===== config.mk =====
export PLATFORM = sky130hd
export DESIGN_NAME = seq_pattern_tx
export DESIGN_NICKNAME = d
export VERILOG_FILES = /design/src/rtl/seq_pattern_tx_pkg.sv /design/src/rtl/seq_pattern_tx_bit_tick_div.sv /design/src/rtl/seq_pattern_tx.sv
export SDC_FILE = /design/constraint.sdc
export NUM_CORES = 1
export LEC_CHECK = 0
export BUFFER_PORTS_ARGS = -buffer_cell sky130_fd_sc_hd__buf_4
export CAP_MARGIN = 5
export CORE_ASPECT_RATIO = 1.2
export CORE_MARGIN = 10
export CORE_UTILIZATION = 31
export DETAILED_ROUTE_END_ITERATION = 6
export PLACE_DENSITY = 0.45
export SLEW_MARGIN = 20
export SYNTH_ARGS = -nofsm -noshare
export SYNTH_HDL_FRONTEND = slang
export SYNTH_SLANG_ARGS = --single-unit

===== constraint.sdc =====
create_clock -name clk -period 2.27 [get_ports clk]
set_clock_uncertainty 0.15 [all_clocks]
set_input_delay 0.227 -clock clk [delete_from_list [all_inputs] [get_ports clk]]
set_output_delay 0.227 -clock clk [all_outputs]
set_load 0.02 [all_outputs]

===== src/rtl/seq_pattern_tx_pkg.sv =====
// Shared definitions for the serial pattern transmitter: state encoding and
// the counter-width helper used by the top and the bit divider.
package seq_pattern_tx_pkg;

  localparam logic [1:0] ST_IDLE_ENC  = 2'd0;
  localparam logic [1:0] ST_SHIFT_ENC = 2'd1;
  localparam logic [1:0] ST_GAP_ENC   = 2'd2;

  typedef enum logic [1:0] {
    ST_IDLE  = ST_IDLE_ENC,
    ST_SHIFT = ST_SHIFT_ENC,
    ST_GAP   = ST_GAP_ENC
  } state_t;

  // Bits needed to hold the values 0..n (never less than one bit).
  function automatic int cnt_width(input int n);
    return (n < 1) ? 1 : $clog2(n + 1);
  endfunction

endpackage


===== src/rtl/seq_pattern_tx_bit_tick_div.sv =====
// DIV-cycle divider: counts 0..DIV-1 while enabled and raises tick on the
// last count of each bit period. clr holds the count at zero.
module bit_tick_div
  import seq_pattern_tx_pkg::*;
#(
  parameter int DIV = 1
) (
  input  logic clk,
  input  logic rst,
  input  logic en,
  input  logic clr,
  output logic tick
);

  localparam int CW = cnt_width(DIV);
  localparam logic [CW-1:0] LAST = CW'(DIV - 1);

  logic [CW-1:0] cnt;

  assign tick = en && (cnt == LAST);

  // Divider count: cleared while idle, wraps at the end of each bit period.
  always_ff @(posedge clk or posedge rst) begin
    if (rst) begin
      cnt <= '0;
    end else if (clr) begin
      cnt <= '0;
    end else if (en) begin
      cnt <= tick ? '0 : cnt + 1'b1;
    end
  end

endmodule


===== src/rtl/seq_pattern_tx.sv =====
// Serial pattern transmitter: takes a word over valid/ready, shifts it out
// MSB-first with each bit held DIV clocks, forces a GAP*DIV low gap, and
// reports the number of 0->1 transitions it put on the line for that frame.
module seq_pattern_tx
  import seq_pattern_tx_pkg::*;
#(
  parameter int WIDTH = 8,
  parameter int DIV   = 1,
  parameter int GAP   = 1
) (
  input  logic                       clk,
  input  logic                       rst,
  input  logic [WIDTH-1:0]           din,
  input  logic                       din_valid,
  output logic                       din_ready,
  output logic                       sdo,
  output logic                       sdo_active,
  output logic                       frame_done,
  output logic [$clog2(WIDTH+1)-1:0] rise_cnt
);

  localparam int RC_W  = $clog2(WIDTH + 1);
  localparam int IDX_W = cnt_width((WIDTH > GAP) ? WIDTH : GAP);
  localparam logic [IDX_W-1:0] LAST_BIT = IDX_W'(WIDTH - 1);
  localparam logic [IDX_W-1:0] LAST_GAP = IDX_W'((GAP > 0) ? GAP - 1 : 0);

  state_t           state, state_nxt;
  logic             accept;
  logic             tick;
  logic             at_last_bit;
  logic             at_last_gap;
  logic [IDX_W-1:0] idx;        // bit index in SHIFT, gap period index in GAP
  logic [WIDTH-2:0] pend;       // bits still to be sent after the one on sdo
  logic [RC_W-1:0]  acc;

  assign din_ready   = (state == ST_IDLE);
  assign accept      = din_valid && din_ready;
  assign at_last_bit = (idx == LAST_BIT);
  assign at_last_gap = (GAP > 0) && (idx == LAST_GAP);

  bit_tick_div #(.DIV(DIV)) u_div (
    .clk  (clk),
    .rst  (rst),
    .en   (state != ST_IDLE),
    .clr  (accept || (state == ST_IDLE)),
    .tick (tick)
  );

  // State register.
  always_ff @(posedge clk or posedge rst) begin
    if (rst) state <= ST_IDLE;
    else     state <= state_nxt;
  end

  // Next-state logic: frame runs WIDTH bit periods, then an optional gap.
  always_comb begin
    // NOTE: default assigned first so every path drives state_nxt; no latch.
    state_nxt = state;
    case (state)
      ST_IDLE:  if (accept) state_nxt = ST_SHIFT;
      ST_SHIFT: if (tick && at_last_bit) state_nxt = (GAP == 0) ? ST_IDLE : ST_GAP;
      ST_GAP:   if (tick && at_last_gap) state_nxt = ST_IDLE;
      default:  state_nxt = ST_IDLE;
    endcase
  end

  // Datapath: load on accept, shift at bit boundaries, publish count at frame end.
  always_ff @(posedge clk or posedge rst) begin
    if (rst) begin
      pend       <= '0;
      idx        <= '0;
      acc        <= '0;
      sdo        <= 1'b0;
      sdo_active <= 1'b0;
      frame_done <= 1'b0;
      rise_cnt   <= '0;
    end else begin
      // NOTE: non-blocking so every register samples pre-edge values; the
      // rise test below relies on sdo still holding the outgoing bit.
      frame_done <= 1'b0;
      if (accept) begin
        pend       <= din[WIDTH-2:0];
        sdo        <= din[WIDTH-1];
        sdo_active <= 1'b1;
        idx        <= '0;
        // The line is always low before a frame, so a leading 1 is a rise.
        acc        <= RC_W'(din[WIDTH-1]);
      end else if (state == ST_SHIFT && tick) begin
        if (at_last_bit) begin
          sdo        <= 1'b0;
          sdo_active <= 1'b0;
          frame_done <= 1'b1;
          rise_cnt   <= acc;
          idx        <= '0;
        end else begin
          sdo  <= pend[WIDTH-2];
          pend <= pend << 1;
          idx  <= idx + 1'b1;
          if (pend[WIDTH-2] && !sdo) acc <= acc + 1'b1;
        end
      end else if (state == ST_GAP && tick) begin
        idx <= at_last_gap ? '0 : idx + 1'b1;
      end
    end
  end

endmodule

==> flow_summary.ini, run 1 <==
[status]
outcome = completed

[grt]
use_met1_pct = 8.95
grt_use_met3_pct = 1.81
grt_max_degree = 26
busiest_layer = met2
gr-total-overflow = 0
grt_usage_pct = 7.96
first_global_vias = 965
grt_util_met2_pct = 13.9
antenna_found_initial = 0
grt_pass1_wl_microns = 4450

[synthesis]
ys_ff_latch = 25
synthCells = 124
synth.cell_area_sq_um = 1240
synth.avg_cell_area_sq_um = 10.0
ys_types = 32
ys_seq_area_share_pct = 50.4
synth_fp_nets = 138
yosysWarnings = 0

[power]
seq_power_share_pct = 49.1
p_comb_share_pct = 32.0
p_int_mw = 0.928
vdd_drop_max_uv = 340
clock_power_share_pct = 18.9
netSwitchingFraction_pct = 35.9
power.density_nw_per_um2 = 976
power_leakage_nw = 0.697
netSwitchingPower_mw = 0.519

[worst_setup_path]
crit_chain = ha_1 > nand3b_1 > nand2b_1 > a32o_1
r2r_start = idx[1]
ff2ff_path_depth = 4
reg2reg_slack_ps = 540
slowest_stage = dfrtp_1
startpoint_type = register
crit_family = simple AND/OR/NAND/NOR gates
max_stage_delay_ps = 400
crit_fanout = 8
reg2reg_to = idx[3]
required_ps = 2290
critical_path_class = reg2reg
critPathArrivalTime_ps = 1750
end_kind = register
crit_buf_inv = 0

[min_path]
min_from = din[3]
min_to = pend[3]
hp-class = in2reg
hold-path-cell-count = 3

[clocking]
cts_made_buffers = 3
htreeDepth = 1
clkLatencyLatePin_ps = 270
ctsHoldBuffers = 1
root_buffer = clkbuf_8
ctsResizeCount = 0
cts_tree = yes
postCtsSetupRepairBufs = 0
cts_num_sinks = 25
clkTransAtPathRegs_ps = 90
ctsLongestPathBuffers = 2

[route]
routed_wl_microns = 2510
vias = 926
drt_iter0_drc = 36
drcViolationCount = 0
antenna_left = 0
drt-pass1-iter-count = 2
routed_via_density = 4.68
routedWlPerCell_microns = 12.7

[final_layout]
diodes = 0
layout_common_cells = 28 x nand2_1, 25 x dfrtp_1, 20 x buf_4
finalNonFillerCells = 198
fin_nets = 159
drive_above_1_share_pct = 22.9
final_common_cell = nand2_1
area_growth_pct = 19.3

[sta]
maxSlewHeadroom_pct = 63.3
finalCritPeriodShare_pct = 76.3
worst_slew_pin_slew_ps = 548
slew_violations = 0
rsz0062_at_grt = no
layout_min_cycle_time_ps = 1730
fmax_mhz = 577
hold_viol_final = 0
tns_ps = 0
setup_viol = 0

[floorplanning]
io_pins = 19
rows = 25
initial_utilization_pct = 31.8
die_area_sq_um = 6950
die_h_microns = 89.4
coreArea_sq_um = 3910
die_x_microns = 77.8

[place]
port_buffers = 18
dp_hpwl_microns = 1960
post-place-cells = 193
finalWeightedCongestion = 0.811

[job]
maxCapViolations = 0
==> kinds of logic (layout without fill, tap and decap cells) <==
kind of cell | after synthesis | after routing | synth area share [%]
simple gates | 56 | 56 | 22.6
flops | 25 | 25 | 50.4
xor+xnor | 1 | 1 | 0.705
other cells | 1 | 1 | 0.302
mux | 7 | 7 | 5.64
buf+inv | 9 | 29 | 4.13
compound gates | 22 | 22 | 13.3
fa+ha+maj | 3 | 3 | 3.02
==> area by class of cell <==
class / instances / area (sq um)
Inverter: 4 / 15.0
Fill cell: 416 / 2430
Timing Repair Buffer: 21 / 160
Clock buffer: 3 / 41.3
Tap cell: 54 / 67.6
Multi-Input combinational cell: 90 / 566
Sequential cell: 25 / 626
Clock inverter: 1 / 7.51
==> synthesized netlist by cell type <==
cell type / number / area (sq um)
conb_1: 1 / 3.75
nand2_1: 28 / 105
buf_6: 1 / 11.3
a31oi_4: 1 / 21.3
a32o_1: 1 / 10.0
a211oi_1: 1 / 7.51
buf_2: 2 / 10.0
o31ai_4: 1 / 21.3
o31ai_1: 1 / 7.51
mux2i_1: 7 / 70.1
xor2_1: 1 / 8.76
nand2b_1: 1 / 6.26
nand3_1: 6 / 30.0
nor3b_2: 1 / 12.5
o21ai_1: 6 / 30.0
o21ai_0: 7 / 35.0
nand3b_1: 3 / 22.5
buf_4: 2 / 15.0
nand4_1: 1 / 6.26
nor2b_1: 3 / 18.8
o21ai_2: 1 / 8.76
nor3b_4: 1 / 18.8
ha_1: 3 / 37.5
o211ai_1: 2 / 15.0
nand2_2: 1 / 6.26
or3b_4: 1 / 11.3
dfrtp_1: 25 / 626
inv_2: 1 / 3.75
o41ai_1: 1 / 8.76
nor2b_2: 1 / 8.76
nor2_1: 9 / 33.8
inv_1: 3 / 11.3
==> power by group through the flow <==
stage,Sequential (mW),Combinational [mW],Clock (mW)
floorplan,0.735,0.293,0
global placement,0.718,0.474,0
detailed placement,0.722,0.475,0
CTS,0.713,0.478,0.285
global route,0.737,0.530,0.301
finish,0.710,0.464,0.273
==> stage by stage <==
| step | utilization (%) | cell area (sq um) | setup WS, ps | hold slack [ps] | power, mW |
|---|---|---|---|---|---|
| 2_1_floorplan | - | 1240 | 684 | 104 | 1.03 |
| 3_3_place_gp | 36.4 | 1420 | 501 | 159 | 1.19 |
| 3_5_place_dp | 36.4 | 1420 | 516 | 163 | 1.20 |
| 4_1_cts | 37.9 | 1480 | 499 | 0.846 | 1.48 |
| 5_1_grt | 37.9 | 1480 | 378 | 5.41 | 1.57 |
| 6_report | 37.9 | 1480 | 537 | 2.60 | 1.45 |
==> per-layer routing <==
metal	share of wire, %	up-vias	wire length (microns)
li1	-	463	-
met1	43	447	1090
met4	2.0	0	51
met2	52	10	1310
met5	0	-	0
met3	2.5	6	63
==> sequential cells by signal, indices dropped and copies added, names as in the netlist <==
register    cells
pend            7
acc             4
idx             4
rise_cnt        4
state           2
frame_done      1
sdo             1
sdo_active      1
u_div.cnt       1
==> worst max-delay path by stage <==
| stage | from | end | slack (ps) | cells after the start |
|---|---|---|---|---|
| floorplan | state[1] | idx[3] | 680 | 5 |
| global placement | idx[1] | idx[3] | 500 | 4 |
| detailed placement | idx[0] | rise_cnt[2] | 520 | 6 |
| CTS | idx[0] | rise_cnt[2] | 500 | 6 |
| global route | idx[0] | rise_cnt[1] | 380 | 6 |
| finish | idx[1] | idx[3] | 540 | 4 |
==> worst register-to-register path: cells and delay by family (launching register included) <==
family / cells / cell delay (ps)
AO/OA/AOI/OAI: 1 / 290
adder cells (fa/ha/maj): 1 / 210
AND/OR/NAND/NOR: 2 / 570
flip-flops: 1 / 400
No activity file was read; power rests on OpenSTA's default activity.
==> run 2: changes to the inputs <==
--- a/config.mk
+++ b/config.mk
@@ -5,13 +5,14 @@
 export SDC_FILE = /design/constraint.sdc
 export NUM_CORES = 1
 export LEC_CHECK = 0
+export ABC_AREA = 1
 export BUFFER_PORTS_ARGS = -buffer_cell sky130_fd_sc_hd__buf_4
 export CAP_MARGIN = 5
 export CORE_ASPECT_RATIO = 1.2
 export CORE_MARGIN = 10
 export CORE_UTILIZATION = 31
 export DETAILED_ROUTE_END_ITERATION = 6
-export PLACE_DENSITY = 0.45
+export PLACE_DENSITY = 0.44
 export SLEW_MARGIN = 20
 export SYNTH_ARGS = -nofsm -noshare
 export SYNTH_HDL_FRONTEND = slang
==> constraint.sdc (replaced) <==
create_clock -name clk -period 1.6 [get_ports clk]
set_clock_uncertainty 0.15 [all_clocks]
set_input_delay 0.16 -clock clk [delete_from_list [all_inputs] [get_ports clk]]
set_output_delay 0.16 -clock clk [all_outputs]
set_load 0.02 [all_outputs]
==> run 2 against run 1 <==
Net effect:
- synthesized cell count rose by 27%
- setup slack worse by 430 ps
- final cell count rose by 21%
- total power up 90%
- critical endpoint is now pend[3]
- highest routed layer unchanged
==> flow_summary.ini, run 2 <==
[status]
outcome = completed

[route]
routedWlPerCell_microns = 11.3
drt_iter0_drc = 30
routed_via_density = 4.43
antenna_left = 0
vias = 1064
drcViolationCount = 0
routed_wl_microns = 2710
drt-pass1-iter-count = 4

[place]
pre_cts_ws_ps = 76.0
finalWeightedCongestion = 0.776
port_buffers = 18
dp_hpwl_microns = 2050

[floorplanning]
die_h_microns = 91.8
die_area_sq_um = 7330
rows = 26
initial_utilization_pct = 31.7
die_x_microns = 79.8
io_pins = 19
coreArea_sq_um = 4200

[grt]
antenna_found_initial = 0
grt_pass1_wl_microns = 4790
first_global_vias = 1074
grt_usage_pct = 7.79
gr-total-overflow = 0
grt_max_degree = 26

[synthesis]
synth_fp_nets = 172
synth_top_cell_area_share_pct = 47.0
synth_most_common_cell = nand2_1
synth.avg_cell_area_sq_um = 8.43
synth.cell_area_sq_um = 1330
synth_edf_count = 0
yosysWarnings = 0
synth_common_cells = 52 x nand2_1, 25 x dfrtp_1, 19 x inv_1, 10 x o21ai_0, 8 x nor2_1
async_flop_share_pct = 100
ys_types = 23
synthCells = 158
ys_ff_latch = 25
ys_seq_area_share_pct = 47.0
yosysTopAreaCell = dfrtp_1
synth_ff_type = dfrtp_1
synth_area_leaders = dfrtp_1 47%, nand2_1 15%, inv_1 5.4%, o21ai_2 4.6%, o21ai_0 3.8%

[final_layout]
fin_nets = 199
area_growth_pct = 23.8
regMostFlops = pend
diodes = 0
drive_above_1_share_pct = 27.7
final_common_cell = nand2_1
largest_reg_flops = 7
layout_common_cells = 51 x nand2_1, 25 x dfrtp_1, 21 x buf_4

[worst_setup_path]
max_stage_delay_ps = 400
crit_family = flip-flops
critical_path_class = reg2reg
slowest_stage = dfrtp_1
required_ps = 1610
end_kind = register
crit_chain = ha_2 > nand2_2 > nor2_4 > o21ai_4 > buf_12 > nand2_1 > o21ai_2
critPathArrivalTime_ps = 1500
crit_buf_inv = 1
startpoint_type = register
crit_fanout = 13

[sta]
tns_ps = 0
worst_slack_ps = 111
fmax_mhz = 672
hold_viol_final = 0
setup_viol = 0
slew_violations = 0
rsz0062_at_grt = yes
layout_min_cycle_time_ps = 1490
finalCritPeriodShare_pct = 93.1

[clocking]
root_buffer = clkbuf_8
cts_tree = yes
htreeDepth = 1
cts_num_sinks = 25
clkLatencyLatePin_ps = 260
clkTransAtPathRegs_ps = 90
cts_made_buffers = 3
ctsLongestPathBuffers = 2

[job]
maxCapViolations = 0

[power]
p_total_mw = 2.75
vdd_drop_max_uv = 668
power_leakage_nw = 0.859
power.density_nw_per_um2 = 1670

[min_path]
hp-class = in2reg
-- run 2: cell types whose count changed in the layout (fill, tap and decap cells not counted), sizes merged, moves of 2 or more --
cell / previous run / this run
nand2: 29 / 57
buf: 20 / 23
nand3: 6 / 8
o21ai: 14 / 21
nor3b: 2 / 0
o31ai: 2 / 0
nand3b: 3 / 0
nor2: 9 / 12
nor2b: 4 / 0
inv: 4 / 22
mux2i: 7 / 0
-- run 2: cell type report --
type	instances	area [sq um]
Inverter	22	82.6
Fill cell	448	2550
Sequential cell	25	626
Clock buffer	4	45.0
Multi-Input combinational cell	108	607
Timing Repair Buffer	25	218
Tap cell	56	70.1
-- run 2: final timing paths --
path,startpoint,end,slack [ps],depth (start not counted)
max,idx[0],pend[3],110,7
min,din[7],sdo,30,3
max reg2reg,idx[0],pend[3],110,7
min reg2reg,rise_cnt[2],rise_cnt[2],340,2
max in group asynchronous,rst,pend[5],690,4
min in group asynchronous,rst,frame_done,350,4
-- run 2: cells by family after synthesis --
family	share of synthesized area (%)
adders and majority gates	2.82
other	0.282
xor gates and xnor gates	1.32
AOI/OAI and AO/OA	11.7
DFF	47.0
buffers and inverters	8.74
and+or+nand+nor	28.2
-- run 2: worst reg2reg max path: cells and delay by family, from the launching register on --
| family | cells | cell delay (ps) |
|---|---|---|
| AO/OA/AOI/OAI | 2 | 130 |
| adder cells (fa/ha/maj) | 1 | 200 |
| buffers and inverters | 1 | 150 |
| flip-flops | 1 | 400 |
| AND/OR/NAND/NOR | 3 | 360 |
-- run 2: per-layer routing --
metal | vias up | track usage (%) | part of all wire, %
met3 | 2 | 1.46 | 2.2
met2 | 10 | 13.9 | 51
met4 | 0 | 1.76 | 0.63
met1 | 513 | 9.34 | 46
met5 | - | 0 | 0
li1 | 539 | - | -
-- run 2: repair_timing --
item,CTS,global route
resized for setup,0,6
setup endpoints to repair,0,16
endpoints found under the hold margin,26,0
hold buffers,2,0
setup buffers,0,2
-- run 2: where the power goes --
| group | internal, mW | switching, mW | total, mW | leakage [nW] |
|---|---|---|---|---|
| Combinational | 0.573 | 0.781 | 1.35 | 0.515 |
| Sequential | 0.862 | 0.164 | 1.03 | 0.321 |
| Clock | 0.178 | 0.196 | 0.373 | 0.0228 |
| Total | 1.61 | 1.14 | 2.75 | 0.859 |
-- run 2: metrics by stage --
step / util, % / hold slack [ps] / instances / instance area [sq um]
after floorplan: - / 37.3 / 158 / 1330
after global placement: 36.6 / 93.5 / 232 / 1540
after detailed placement: 36.6 / 104 / 232 / 1540
after CTS: 38.2 / 32.4 / 238 / 1600
after global routing: 39.3 / 62.9 / 240 / 1650
final: 39.3 / 31.7 / 240 / 1650
==> run 3: changes to the inputs <==
--- a/config.mk
+++ b/config.mk
@@ -5,14 +5,13 @@
 export SDC_FILE = /design/constraint.sdc
 export NUM_CORES = 1
 export LEC_CHECK = 0
-export ABC_AREA = 1
 export BUFFER_PORTS_ARGS = -buffer_cell sky130_fd_sc_hd__buf_4
-export CAP_MARGIN = 5
+export CAP_MARGIN = 10
 export CORE_ASPECT_RATIO = 1.2
 export CORE_MARGIN = 10
 export CORE_UTILIZATION = 31
 export DETAILED_ROUTE_END_ITERATION = 6
-export PLACE_DENSITY = 0.44
+export PLACE_DENSITY = 0.45
 export SLEW_MARGIN = 20
 export SYNTH_ARGS = -nofsm -noshare
 export SYNTH_HDL_FRONTEND = slang
==> run 3 against run 2 <==
Net effect:
- worst hold slack got worse by 4.7 ps
- non-clock buffer count increased by 17
- total power decreased by 20%
- critical path depth decreased by 2
- final cell count decreased by 8.8%
- critical path type unchanged
- combinational power decreased by 36%
- sequential power decreased by 5%
- via count decreased by 9.2%
- register-to-register slack got worse by 80 ps
- global-route usage increased by 0.63 points
- wire length decreased by 0.48%
- clock power about the same
==> flow_summary.ini, run 3 (synthesized netlist as in run 1, its figures left out) <==
[floorplanning]
rows = 25
die_x_microns = 77.8
io_pins = 19
die_area_sq_um = 6950
coreArea_sq_um = 3910
initial_utilization_pct = 31.8
die_h_microns = 89.4

[final_layout]
area_growth_pct = 37.4
fin_nets = 180
layout_common_cells = 30 x buf_4, 28 x nand2_1, 23 x dfrtp_1
finalNonFillerCells = 219
final_common_cell = buf_4
drive_above_1_share_pct = 31.5
regMostFlops = pend
stdcell_area_sq_um = 1710
diodes = 0
largest_reg_flops = 7

[place]
finalWeightedCongestion = 0.775
placed_area_sq_um = 1510
post-place-cells = 204
port_buffers = 18
dp_hpwl_microns = 2070

[grt]
grt_usage_pct = 8.42
first_global_vias = 1072
grt_max_degree = 26
antenna_found_initial = 0
gr-total-overflow = 0
grt_pass1_wl_microns = 4730

[clocking]
htreeDepth = 1
clkTransAtPathRegs_ps = 80
cts_num_sinks = 25
clkLatencyLatePin_ps = 270
ctsLongestPathBuffers = 2
cts_tree = yes
cts_made_buffers = 3
root_buffer = clkbuf_8

[worst_setup_path]
crit_chain = ha_2 > nand3b_1 > nand3_2 > o211ai_1 > o31ai_1
slowest_stage = dfrtp_1
critical_path_class = reg2reg
max_stage_delay_ps = 400
startpoint_type = register
end_kind = register
required_ps = 1600
crit_fanout = 5
critPathArrivalTime_ps = 1570
crit_buf_inv = 0
crit_family = simple AND/OR/NAND/NOR gates

[route]
vias = 966
routed_wl_microns = 2690
drt-pass1-iter-count = 4
routed_via_density = 4.41
drt_iter0_drc = 35
antenna_left = 0
drcViolationCount = 0
routedWlPerCell_microns = 12.3

[job]
maxCapViolations = 0

[sta]
layout_min_cycle_time_ps = 1570
slew_violations = 0
hold_viol_final = 0
fmax_mhz = 636
setup_viol = 0
finalCritPeriodShare_pct = 98.3
rsz0062_at_grt = yes

[min_path]
hp-class = in2reg

[power]
vdd_drop_max_uv = 548
power_leakage_nw = 0.809
power.density_nw_per_um2 = 1290

[status]
outcome = completed
==> run 3: cell types whose count changed in the layout (fill, tap and decap cells not counted), moves of 3 or more <==
| cell | before | now |
|---|---|---|
| mux2i_1 | 0 | 7 |
| dlygate4sd3_1 | 2 | 9 |
| nand2_4 | 4 | 1 |
| buf_4 | 21 | 30 |
| inv_1 | 19 | 3 |
| nor2_4 | 3 | 0 |
| o21ai_2 | 7 | 1 |
| o21ai_1 | 4 | 9 |
| nand2_1 | 51 | 28 |
| buf_6 | 0 | 3 |
| o21ai_0 | 9 | 4 |
| nand3b_1 | 0 | 3 |
==> run 3: final cells by class <==
| type | count | area [sq um] |
|---|---|---|
| fill | 393 | 2200 |
| sequential | 25 | 628 |
| multi-input combinational | 90 | 602 |
| timing repair buffer | 42 | 349 |
| tap | 54 | 67.6 |
| clock buffer | 4 | 45.0 |
| inverter | 4 | 15.0 |
==> run 3: power breakdown <==
part	leakage, nW	internal [mW]	switching [mW]	total, mW
registers	0.317	0.831	0.144	0.974
logic	0.469	0.426	0.436	0.862
clock network	0.0228	0.178	0.195	0.373
==> run 3: worst reg2reg max path, stage by stage (launching register included) <==
cell	delay [ps]
dfrtp_1	400
ha_2	200
nand3b_1	240
nand3_2	180
o211ai_1	200
o31ai_1	100
==> run 3: layer usage <==
metal / up-vias / track usage (%) / share of wire, %
met4: 0 / 4.65 / 2.5
met1: 442 / 8.37 / 43
met3: 7 / 2.41 / 3.9
met5: - / 0 / 0
li1: 503 / - / -
met2: 14 / 15.5 / 51
==> run 3: timing repair <==
item / CTS / global route
pin swaps: 0 / 9
setup buffers: 0 / 2
setup endpoints to repair: 3 / 17
hold buffers: 9 / 0
cloned: 0 / 0
endpoints found under the hold margin: 33 / 0
resized for setup: 2 / 14
==> run 3: metrics by stage <==
step	util (%)	hold WS (ps)	power [mW]	worst slack (ps)	setup TNS, ps
final	43.6	26.9	2.21	26.6	0
after global routing	43.6	42.8	2.39	-63.9	-334
after CTS	42.1	20.7	2.21	-13.6	-48.1
after detailed placement	38.5	93.1	1.81	-49.3	-68.4
after global placement	38.5	86.3	1.79	-18.7	-33.4
after floorplan	-	37.3	1.46	14.2	0
==> run 3: final timing paths <==
| check | startpoint | endpoint | slack, ps | cells past startpoint |
|---|---|---|---|---|
| worst min-delay path | din_valid | state[0] | 30 | 3 |
| min in group asynchronous | rst | state[0] | 340 | 4 |
| worst max register to register | idx[1] | acc[3] | 30 | 5 |
| max in group asynchronous | rst | state[1] | 700 | 4 |
| worst max-delay path | idx[1] | acc[3] | 30 | 5 |
| worst min register to register | rise_cnt[0] | rise_cnt[0] | 340 | 2 |
